`src/rtl/regfile_pkg.sv`:
```
// Shared types for the register-file write path.
package regfile_pkg;
  localparam int REG_ADDR_W = 5;
  localparam int DATA_W     = 32;

  typedef struct packed {
    logic                  valid;
    logic [REG_ADDR_W-1:0] rd;
    logic [DATA_W-1:0]     value;
  } wb_entry_t;
endpackage

```
`src/rtl/wb_queue.sv`:
```
// In-order circular buffer of pending load results. Entries can be
// invalidated in place by destination register; they keep their slot until popped.
module wb_queue import regfile_pkg::*; #(
  parameter  int DEPTH = 4,
  localparam int CW    = $clog2(DEPTH+1)
) (
  input  logic                  clk,
  input  logic                  reset,
  input  logic                  push,
  input  wb_entry_t             push_entry,
  input  logic                  pop,
  output wb_entry_t             head,
  output logic [CW-1:0]         count,
  input  logic                  kill_en,
  input  logic [REG_ADDR_W-1:0] kill_rd
);
  localparam int AW = $clog2(DEPTH);

  wb_entry_t       mem [DEPTH];
  logic [AW-1:0]   wr_ptr, rd_ptr;

  always_ff @(posedge clk or posedge reset) begin
    if (reset) begin
      for (int i = 0; i < DEPTH; i++) mem[i] <= '0;
      wr_ptr <= '0;
      rd_ptr <= '0;
      count  <= '0;
    end else begin
      // The write slot is never occupied, so a push cannot collide with a kill.
      for (int i = 0; i < DEPTH; i++)
        if (kill_en && mem[i].rd == kill_rd) mem[i].valid <= 1'b0;
      if (push) begin
        mem[wr_ptr] <= push_entry;
        wr_ptr      <= wr_ptr + AW'(1);
      end
      if (pop) rd_ptr <= rd_ptr + AW'(1);
      count <= count + CW'(push) - CW'(pop);
    end
  end

  assign head = mem[rd_ptr];
endmodule

```
`src/rtl/register_writeback.sv`:
```
// Single write-port producer: ALU results take priority, loads drain from
// an in-order queue on ALU-idle cycles; younger ALU writes kill older queued loads.
module register_writeback import regfile_pkg::*; #(
  parameter  int WIDTH = 32,
  parameter  int DEPTH = 4,
  localparam int CW    = $clog2(DEPTH+1)
) (
  input  logic                  clk,
  input  logic                  reset,
  input  logic                  alu_valid,
  input  logic [REG_ADDR_W-1:0] alu_rd,
  input  logic [WIDTH-1:0]      alu_value,
  input  logic                  ld_valid,
  output logic                  ld_ready,
  input  logic [REG_ADDR_W-1:0] ld_rd,
  input  logic [WIDTH-1:0]      ld_value,
  output logic                  write_enable,
  output logic [REG_ADDR_W-1:0] address_write,
  output logic [WIDTH-1:0]      value_write,
  output logic [CW-1:0]         ld_pending
);
  logic      alu_hit, ld_fire, push, pop;
  wb_entry_t push_entry, head;

  assign alu_hit  = alu_valid && (alu_rd != '0);
  assign ld_ready = (ld_pending != CW'(DEPTH));
  assign ld_fire  = ld_valid && ld_ready;
  // x0 loads and loads overwritten by a same-cycle ALU result complete the
  // handshake but never occupy the queue.
  assign push     = ld_fire && (ld_rd != '0) && !(alu_hit && ld_rd == alu_rd);
  assign pop      = !alu_hit && (ld_pending != '0);

  assign push_entry = '{valid: 1'b1, rd: ld_rd, value: DATA_W'(ld_value)};

  wb_queue #(.DEPTH(DEPTH)) u_queue (
    .clk        (clk),
    .reset      (reset),
    .push       (push),
    .push_entry (push_entry),
    .pop        (pop),
    .head       (head),
    .count      (ld_pending),
    .kill_en    (alu_hit),
    .kill_rd    (alu_rd)
  );

  always_ff @(posedge clk or posedge reset) begin
    if (reset) begin
      write_enable  <= 1'b0;
      address_write <= '0;
      value_write   <= '0;
    end else if (alu_hit) begin
      write_enable  <= 1'b1;
      address_write <= alu_rd;
      value_write   <= alu_value;
    end else if (pop) begin
      // A killed head still pops, but emits an idle cycle.
      write_enable <= head.valid;
      if (head.valid) begin
        address_write <= head.rd;
        value_write   <= WIDTH'(head.value);
      end
    end else begin
      write_enable <= 1'b0;
    end
  end
endmodule

```
`config.mk`:
```
export PLATFORM = sky130hd
export DESIGN_NAME = register_writeback
export DESIGN_NICKNAME = d
export VERILOG_FILES = /design/src/rtl/regfile_pkg.sv /design/src/rtl/wb_queue.sv /design/src/rtl/register_writeback.sv
export SDC_FILE = /design/constraint.sdc
export NUM_CORES = 1
export LEC_CHECK = 0
export CAP_MARGIN = 20
export CORE_ASPECT_RATIO = 1.25
export CORE_MARGIN = 2
export CORE_UTILIZATION = 25
export CTS_CLUSTER_SIZE = 40
export DETAILED_ROUTE_END_ITERATION = 16
export DONT_BUFFER_PORTS = 1
export GPL_ROUTABILITY_DRIVEN = 0
export MAX_ROUTING_LAYER = met4
export PLACE_DENSITY = 0.41
export SYNTH_ARGS = -nofsm -noshare
export SYNTH_HDL_FRONTEND = slang
export SYNTH_SLANG_ARGS = --single-unit
```
`constraint.sdc`:
```
create_clock -name clk -period 7.4 [get_ports clk]
set_input_delay 0.74 -clock clk [delete_from_list [all_inputs] [get_ports clk]]
set_output_delay 0.74 -clock clk [all_outputs]
set_load 0.1 [all_outputs]
```
==> results of run 1 <==
-- area by class of cell --
cell class	instances	area [um^2]
fillers	3693	26150
multi-input cells	372	4099
clock inverters	15	185.2
clock buffers	17	425.4
inverters	8	37.54
repair buffers	9	67.56
flip-flops and latches	197	4935
well taps	480	600.6
-- worst reg2reg max path: cells and delay by family (launching register included) --
family / cells / cell delay, ns
buf+inv: 2 / 0.71
xor+xnor: 1 / 0.14
simple gates: 3 / 0.73
fa+ha+maj: 2 / 0.56
flops: 1 / 1.06
-- logic make-up after synthesis --
| logic type | after synthesis | share of synthesized area |
|---|---|---|
| simple gates | 67 | 0.03082 |
| compound gates | 44 | 0.02638 |
| buf+inv | 49 | 0.03096 |
| mux | 224 | 0.3431 |
| xor+xnor | 30 | 0.02826 |
| fa+ha+maj | 7 | 0.01023 |
| flops | 197 | 0.5303 |
-- report_power, final --
group          leakage (nW)  internal [mW]  total, mW  switching, mW
combinational          1.90           1.10       1.78          0.685
sequential             2.32           1.61       2.89           1.28
clock                 0.296          0.487      0.967          0.480
-- cells in the mapped netlist (11+ instances only) --
master,instances
dfrtp_1,197
mux2_4,76
mux2_2,73
nor2_1,39
mux4_2,38
a21oi_1,37
mux2i_1,37
xnor2_1,19
buf_2,14
nand2_1,14
xor2_1,11
-- routing by layer --
layer	track usage	share of wire	wire length [um]	vias up
met3	0.03261	0.046	1035	21
met2	0.2086	0.51	11560	101
met5	-	0	0	-
met4	0.05069	0.018	416	0
met1	0.1482	0.43	9620	2569
li1	-	-	-	2198
-- worst min path at each step --
stage                           from               end  slack (ns)  cells past startpoint
finish                         reset   value_write[18]        0.34                      1
global route            ld_value[28]              flop        0.38                      1
CTS                            reset         async pin        0.38                      1
detailed placement   u_queue.mem[37]   u_queue.mem[37]        0.48                      2
global placement                flop              flop        0.48                      1
floorplan           u_queue.mem[113]  u_queue.mem[113]        0.46                      2
==> results.tsv, run 1 <==
stage	metric	value	unit
place	placed instance area	9739	um^2
critical_path	worst-path cell chain	or4_1 > o21ai_4 > buf_4 > or4_4 > nand2_2 > buf_4 > mux2_4	
route	DR iter-0 viols	208	
floorplanning	Die X	176.5	um
critical_path	Crit. End Element	flop	
sta	Tcrit/Tclk final	0.4516	
cells_and_area	most frequent cells in the layout	195 x dfrtp_1, 76 x mux2_4, 73 x mux2_2	
critical_path	CP Buf/Inv Count	2	
cells_and_area	post-route cell area	10350	um^2
clock_network	clock-pin slew on the worst setup and hold paths	0.07	ns
yosys	area leader, netlist	dfrtp_1	
cells_and_area	Area growth, synth to finish	11.33	%
power_and_ir_drop	Tot Pwr	5.643	mW
yosys	part of the Yosys area used for sequential elements	0.5303	
job	max_cap viols	0	
critical_path	Crit path largest cell delay	0.68	ns
floorplanning	Die Ht	219.6	um
sta	relative slew slack	0.2855	
clock_network	Post-CTS Setup Repair Bufs	0	
sta	Fin. Hold Viols	0	
yosys	synthesized area	9296	um^2
clock_network	H-Tree Depth	4	
cells_and_area	Post-Layout Cell Count	1098	
route	DRC	0	
critical_path	FF-to-FF Start	u_queue.count[1]	
yosys	Post-synth EDFFs	0	
critical_path	r2r setup slk	4.09	ns
route	Routed Antenna Nets	0	
clock_network	# hold bufs at CTS	0	
grt	first-pass GRT wire length	35090	um
power_and_ir_drop	P per Cell Area	545.2	nW/um^2
critical_path	Critical-path top delay cell	buf_4	
floorplanning	core area	36500	um^2
cells_and_area	final core utilization	0.2836	
yosys	Avg Cell Area, Syn	15.04	um^2
route	Vias/cell	4.453	
sta	WHS	0.3357	ns
floorplanning	Die Footprint	38750	um^2
yosys	top cells by area, synth	dfrtp_1 53%, mux2_4 12%, mux4_2 9.2%	
critical_path	CP required	7.74	ns
hold_path	hold crit path type	input pin to async pin	
place	Post-DP HPWL	14150	um
place	worst slack, placed	3.532	ns
floorplanning	io pins	120	
critical_path	crit path launch type	input pin	
sta	setup TNS	0	ns
cells_and_area	fraction of layout cells with a size suffix above 1	0.3851	
clock_network	CTS tree	done	
grt	GR Util All Layers	0.1268	
critical_path	critical path arrival	3.68	ns
sta	achievable clock frequency	0.2993	GHz
clock_network	CTS Root Buffer Type	clkbuf_16	
floorplanning	Initial Util	0.2547	
yosys	Main synth FF type	dfrtp_1	
critical_path	critical path's top delay family	simple AND/OR/NAND/NOR gates	
yosys	YS warnings	0	
sta	min Tclk post-route	3.342	ns
power_and_ir_drop	Leak	4.516	nW
floorplanning	FP Rows	78	
clock_network	clk sink count	197	
clock_network	CTS buffer count	17	
grt	gr ovfl total	0	
power_and_ir_drop	maximum vdd drop	0.2132	mV
yosys	Netlist cell types	28	
sta	actual slew at the worst max-slew pin	1.072	ns
route	drt first pass iters	4	
yosys	top-area cell type share of the netlist area	0.5303	
sta	number of setup violations in the final report	0	
place	placed insts	1066	
sta	Slew Viols, Final	0	
cells_and_area	commonest non-fill, non-tap cell in the layout	dfrtp_1	
yosys	Synth Instances	618	
yosys	share of synthesized registers carrying an async set or reset	1.000	
critical_path	CP most frequent cell	buf_4	
sta	Clock Skew	0.01489	ns
route	vias	4889	
clock_network	# resized after CTS	0	
clock_network	clock tree buffer depth	2	
route	DR WL/cell	20.61	um
critical_path	Worst Path Max Fanout	49	
route	DRT Wirelength	22630	um
cells_and_area	Nets	690	
critical_path	CP startpoint	alu_rd[1]	
grt	initial antenna violation count	0	
yosys	total nets after synthesis	703	
yosys	Yosys reg bits	197	
critical_path	Critical R2R Capture	u_queue.count[2]	
sta	RSZ-0062 raised after global routing	false	
outcome	outcome	finished, final reports clean	
critical_path	CP Depth	7	
grt	vias in the first global route	5529	
place	Port Buffers	0	
sta	final setup margin	4.058	ns
cells_and_area	Ant. Diodes	0	
clock_network	worst-skew pair later-pin latency	0.46	ns
grt	largest net degree at the start of global routing	136	
critical_path	Reg2Reg Depth	8	
critical_path	kind of critical path	input pin to flop	
Power figures use the tool's default switching activity.
==> run 2: changes to the inputs <==
==> constraint.sdc (replaced) <==
create_clock -name clk -period 3.3 [get_ports clk]
set_input_delay 0.33 -clock clk [delete_from_list [all_inputs] [get_ports clk]]
set_output_delay 0.33 -clock clk [all_outputs]
set_load 0.1 [all_outputs]
==> results.tsv, run 2 (synthesis results as in run 1) <==
stage	metric	value	unit	change
grt	vias in the first global route	5977		+8.1%
clock_network	CTS tree	done		
route	Vias/cell	4.522		+1.6%
critical_path	kind of critical path	flop to flop		
grt	gr ovfl total	0		unchanged
sta	number of setup violations in the final report	0		unchanged
critical_path	FF-to-FF Start	u_queue.count[1]		
clock_network	clk sink count	197		unchanged
floorplanning	Die Ht	219.6	um	unchanged
floorplanning	io pins	120		unchanged
route	DR iter-0 viols	142		-32%
place	Post-DP HPWL	15300	um	+8.1%
sta	Tcrit/Tclk final	0.6565		
floorplanning	Die X	176.5	um	unchanged
route	top sig layer	met4		
cells_and_area	Fillers	3706		+0.35%
grt	GR Util All Layers	0.1328		+0.005999
route	Routed Antenna Nets	0		unchanged
clock_network	clock-pin slew on the worst setup and hold paths	0.08	ns	about the same
sta	Slew Viols, Final	0		unchanged
cells_and_area	commonest non-fill, non-tap cell in the layout	dfrtp_1		
critical_path	end point of the critical path	u_queue.count[2]		
outcome	outcome	finished, final reports clean		
grt	initial antenna violation count	0		unchanged
clock_network	CTS Root Buffer Type	clkbuf_16		
floorplanning	Die Footprint	38750	um^2	unchanged
clock_network	clock tree buffer depth	2		unchanged
sta	min Tclk post-route	2.166	ns	
place	placed instance area	9863	um^2	+1.3%
floorplanning	Initial Util	0.2547		unchanged
sta	actual slew at the worst max-slew pin	1.042	ns	-0.03016 ns
clock_network	worst-skew pair later-pin latency	0.46	ns	about the same
cells_and_area	Ant. Diodes	0		unchanged
sta	RSZ-0062 raised after global routing	false		
critical_path	CP startpoint	u_queue.count[1]		
route	DR WL/cell	20.72	um	+0.55%
hold_path	hold crit path type	input pin to flop		
sta	achievable clock frequency	0.4616	GHz	
cells_and_area	Area growth, synth to finish	16.53	%	
critical_path	critical path arrival	2.51	ns	-1.17 ns
route	DRT Wirelength	23790	um	+5.1%
cells_and_area	most frequent cells in the layout	195 x dfrtp_1, 76 x mux2_4, 73 x mux2_2		
sta	Clock Skew	0.01160	ns	-0.003298 ns
power_and_ir_drop	Tot Pwr	12.78	mW	+130%
route	metal2 WL	12480	um	+8.0%
job	max_cap viols	0		unchanged
place	Port Buffers	0		unchanged
route	vias	5191		+6.2%
critical_path	Critical R2R Capture	u_queue.count[2]		
sta	setup TNS	0	ns	unchanged
critical_path	Worst Path Max Fanout	5		-90%
critical_path	CP required	3.64	ns	-4.10 ns
grt	first-pass GRT wire length	36870	um	+5.1%
cells_and_area	post-route cell area	10830	um^2	+4.7%
critical_path	Reg2Reg Depth	9		+1
cells_and_area	Nets	740		+7.2%
clock_network	H-Tree Depth	4		unchanged
critical_path	Crit. End Element	flop		
critical_path	crit path launch type	flop		
grt	largest net degree at the start of global routing	82		-40%
route	DRC	0		unchanged
cells_and_area	fraction of layout cells with a size suffix above 1	0.3728		-0.01236
sta	Fin. Hold Viols	0		unchanged
clock_network	CTS buffer count	17		unchanged
route	drt first pass iters	4		unchanged
power_and_ir_drop	Leak	4.731	nW	+4.8%
power_and_ir_drop	maximum vdd drop	0.4406	mV	+110%
floorplanning	core area	36500	um^2	unchanged
route	WL met1	9902	um	+2.9%
route	Met3 Routed Length	810	um	-22%
sta	relative slew slack	0.3056		+0.02010
hold_path	Hold Startpoint	ld_value[29]		
power_and_ir_drop	P per Cell Area	1180	nW/um^2	+120%
critical_path	r2r setup slk	1.13	ns	-2.96 ns
floorplanning	FP Rows	78		unchanged
[run 2: changes by cell type in the layout (fill, tap and decap cells not counted), sizes merged]
cell         previous run  this run
inv                    15        14
dlygate4sd3             0        38
clkbuf                 17        18
buf                     9        21
clkinv                  6         7
bufinv                  1         0
[run 2: critical path, stage by stage (launching register included)]
cell     delay (ns)
dfrtp_1        0.35
buf_4          0.32
nor2_1         0.06
and2_1         0.21
inv_1          0.09
and4b_1        0.28
ha_1           0.17
inv_1          0.05
fa_1           0.39
xnor2_1        0.13
[run 2: layout make-up]
| type | count | area, um^2 | area share |
|---|---|---|---|
| flip-flops and latches | 197 | 4935 | 0.4555 |
| multi-input cells | 372 | 4099 | 0.3784 |
| well taps | 480 | 600.6 | 0.05544 |
| repair buffers | 59 | 575.6 | 0.05313 |
| clock buffers | 18 | 429.2 | 0.03962 |
| clock inverters | 14 | 160.2 | 0.01478 |
| inverters | 8 | 33.78 | 0.003119 |
[run 2: worst min-delay path by stage]
stage	to	slack, ns	depth (start not counted)
final	flop	0.03	1
after global routing	flop	0.007	1
after CTS	flop	0.0003	1
after detailed placement	value_write[9]	0.32	1
after global placement	value_write[9]	0.31	1
after floorplan	u_queue.mem[113]	0.46	2
[run 2: power breakdown]
part	switching, mW	internal [mW]
registers	2.56	3.63
logic	1.94	2.56
clock network	1.07	1.02
[run 2: per-stage QoR]
step	hold slack (ns)	cells	worst slack, ns	utilization
2_1_floorplan	0.4557	618	0.2056	-
3_3_place_gp	0.3087	1078	0.8644	0.2702
3_5_place_dp	0.3164	1078	0.8152	0.2702
4_1_cts	0.0003348	1148	1.104	0.2968
5_1_grt	0.006596	1148	0.9580	0.2968
6_report	0.03465	1148	1.134	0.2968
[run 2: metal layers]
layer / up-vias / track usage
met3: 30 / 0.02571
li1: 2310 / -
met4: 0 / 0.05923
met5: - / -
met1: 2744 / 0.1501
met2: 107 / 0.2281
[run 2: timing repair]
action,in CTS,in global routing
hold endpoints to repair,158,0
hold buffers,38,0
setup buffers,0,0
gates resized for setup,0,0
==> run 3: changes to the inputs <==
--- a/config.mk
+++ b/config.mk
@@ -14,7 +14,7 @@
 export DONT_BUFFER_PORTS = 1
 export GPL_ROUTABILITY_DRIVEN = 0
 export MAX_ROUTING_LAYER = met4
-export PLACE_DENSITY = 0.41
+export PLACE_DENSITY = 0.43
 export SYNTH_ARGS = -nofsm -noshare
 export SYNTH_HDL_FRONTEND = slang
 export SYNTH_SLANG_ARGS = --single-unit
==> constraint.sdc (replaced) <==
create_clock -name clk -period 1.9 [get_ports clk]
set_input_delay 0.19 -clock clk [delete_from_list [all_inputs] [get_ports clk]]
set_output_delay 0.19 -clock clk [all_outputs]
set_load 0.1 [all_outputs]
==> results.tsv, run 3 (synthesis results as in run 1) <==
stage	metric	value	unit	change
route	drt first pass iters	4		unchanged
clock_network	CTS buffer count	17		unchanged
floorplanning	Die X	176.5	um	unchanged
cells_and_area	final core utilization	0.3240		+0.02718
sta	Fin. Hold Viols	0		unchanged
power_and_ir_drop	maximum vdd drop	0.8139	mV	+85%
place	placed instance area	10440	um^2	+5.9%
cells_and_area	Area growth, synth to finish	27.20	%	
cells_and_area	fraction of layout cells with a size suffix above 1	0.4226		+0.04982
outcome	failing checks	setup timing		
cells_and_area	post-route cell area	11830	um^2	+9.2%
critical_path	Worst Path Max Fanout	4		-1
route	DRT Wirelength	24090	um	+1.3%
floorplanning	Die Ht	219.6	um	unchanged
job	max_cap viols	0		unchanged
route	vias	5507		+6.1%
grt	largest net degree at the start of global routing	105		+28%
critical_path	kind of critical path	flop to flop		
cells_and_area	Nets	834		+13%
sta	WHS	0.03380	ns	-0.0008488 ns
sta	relative slew slack	0.5879		+0.2822
floorplanning	Die Footprint	38750	um^2	unchanged
clock_network	CTS Root Buffer Type	clkbuf_16		
route	DR iter-0 viols	219		+54%
critical_path	r2r setup slk	-0.02	ns	-1.16 ns
critical_path	CP required	2.25	ns	-1.39 ns
place	worst slack, placed	-0.4269	ns	-1.242 ns
power_and_ir_drop	P per Cell Area	1987	nW/um^2	+68%
route	DRC	0		unchanged
clock_network	clock tree buffer depth	2		unchanged
cells_and_area	commonest non-fill, non-tap cell in the layout	dfrtp_1		
grt	GR Util All Layers	0.1344		+0.001614
route	Routed Antenna Nets	0		unchanged
power_and_ir_drop	Leak	5.230	nW	+11%
critical_path	worst-path cell chain	o31a_1 > ha_1 > inv_2 > ha_4 > inv_2 > fa_2 > inv_1		
floorplanning	core area	36500	um^2	unchanged
critical_path	CP Buf/Inv Count	3		unchanged
sta	RSZ-0062 raised after global routing	true		
sta	min Tclk post-route	1.923	ns	-0.2438 ns
critical_path	CP most frequent cell	inv_2		
hold_path	hold crit path type	input pin to flop		
outcome	outcome	finished with violations		
sta	actual slew at the worst max-slew pin	0.6182	ns	-0.4233 ns
grt	initial antenna violation count	1		+1
cells_and_area	most frequent cells in the layout	192 x dfrtp_1, 76 x mux2_4, 75 x dlygate4sd3_1		
sta	achievable clock frequency	0.5201	GHz	+13%
floorplanning	FP Rows	78		unchanged
critical_path	crit path launch type	flop		
sta	number of setup violations in the final report	1		+1
floorplanning	Initial Util	0.2547		unchanged
sta	Clock Skew	0.01406	ns	+0.002462 ns
clock_network	worst-skew pair later-pin latency	0.46	ns	about the same
critical_path	Crit. End Element	flop		
place	Post-DP HPWL	15990	um	+4.5%
clock_network	CTS tree	done		
grt	gr ovfl total	0		unchanged
sta	Tcrit/Tclk final	1.012		+0.3554
grt	vias in the first global route	6269		+4.9%
place	Port Buffers	0		unchanged
sta	Slew Viols, Final	0		unchanged
route	Vias/cell	4.430		-2.0%
critical_path	Crit path largest cell delay	0.51	ns	+0.12 ns
critical_path	Critical-path top delay cell	fa_2		
clock_network	H-Tree Depth	4		unchanged
clock_network	clock-pin slew on the worst setup and hold paths	0.08	ns	about the same
critical_path	critical path's top delay family	adder cells		
critical_path	critical path arrival	2.28	ns	-0.23 ns
clock_network	clk sink count	197		unchanged
grt	first-pass GRT wire length	37710	um	+2.3%
sta	final setup margin	-0.02262	ns	-1.156 ns
route	DR WL/cell	19.38	um	-6.5%
floorplanning	io pins	120		unchanged
run 3: area by class of cell:
class,count,area [um^2]
fill,3634,24670
sequential,197,4936
multi-input combinational,372,4155
timing repair buffer,153,1515
tap,480,600.6
clock buffer,19,442.9
clock inverter,13,135.1
inverter,8,37.54
antenna,1,2.502
run 3: worst register-to-register path, cell delays in order, from the launching register on:
cell and delay (ns):
dfrtp_2 0.43, o31a_1 0.32, ha_1 0.30, inv_2 0.07, ha_4 0.12, inv_2 0.03, fa_2 0.51, inv_1 0.04
run 3: final timing paths:
check | start | endpoint | cells after the start
max | u_queue.count[1] | u_queue.count[1] | 7
max in group asynchronous | reset | async pin | 3
min | alu_rd[3] | u_queue.mem[151] | 4
max reg2reg | u_queue.count[1] | u_queue.count[1] | 7
min reg2reg | flop | flop | 1
min in group asynchronous | reset | async pin | 3
run 3: what timing repair did:
action / 4_1_cts / 5_1_grt
resized for setup: 1 / 2
setup buffers: 4 / 2
cloned: 0 / 0
setup endpoints to repair: 3 / 10
endpoints found under the hold margin: 385 / 0
pin swaps: 3 / 2
hold buffers: 75 / 0
run 3: report_power, final:
| part | switching, mW | leakage, nW | total [mW] | internal (mW) |
|---|---|---|---|---|
| clock | 1.81 | 0.286 | 3.60 | 1.78 |
| sequential | 1.27 | 2.31 | 7.64 | 6.37 |
| combinational | 6.81 | 2.63 | 12.3 | 5.45 |
| total | 9.89 | 5.23 | 23.5 | 13.6 |
run 3: stage by stage:
stage / setup TNS (ns) / instances / power [mW]
final: -0.02262 / 1243 / 23.50
after global routing: -0.05948 / 1243 / 24.80
after CTS: -0.01468 / 1240 / 23.86
after detailed placement: -27.29 / 1129 / 19.89
after global placement: -27.86 / 1129 / 19.49
after floorplan: -171.81 / 618 / 16.92
run 3: routing by layer:
metal / track usage / part of all wire
met1: 0.1565 / 0.42
met2: 0.2286 / 0.52
met3: 0.02605 / 0.033
met4: 0.05317 / 0.022
met5: - / 0
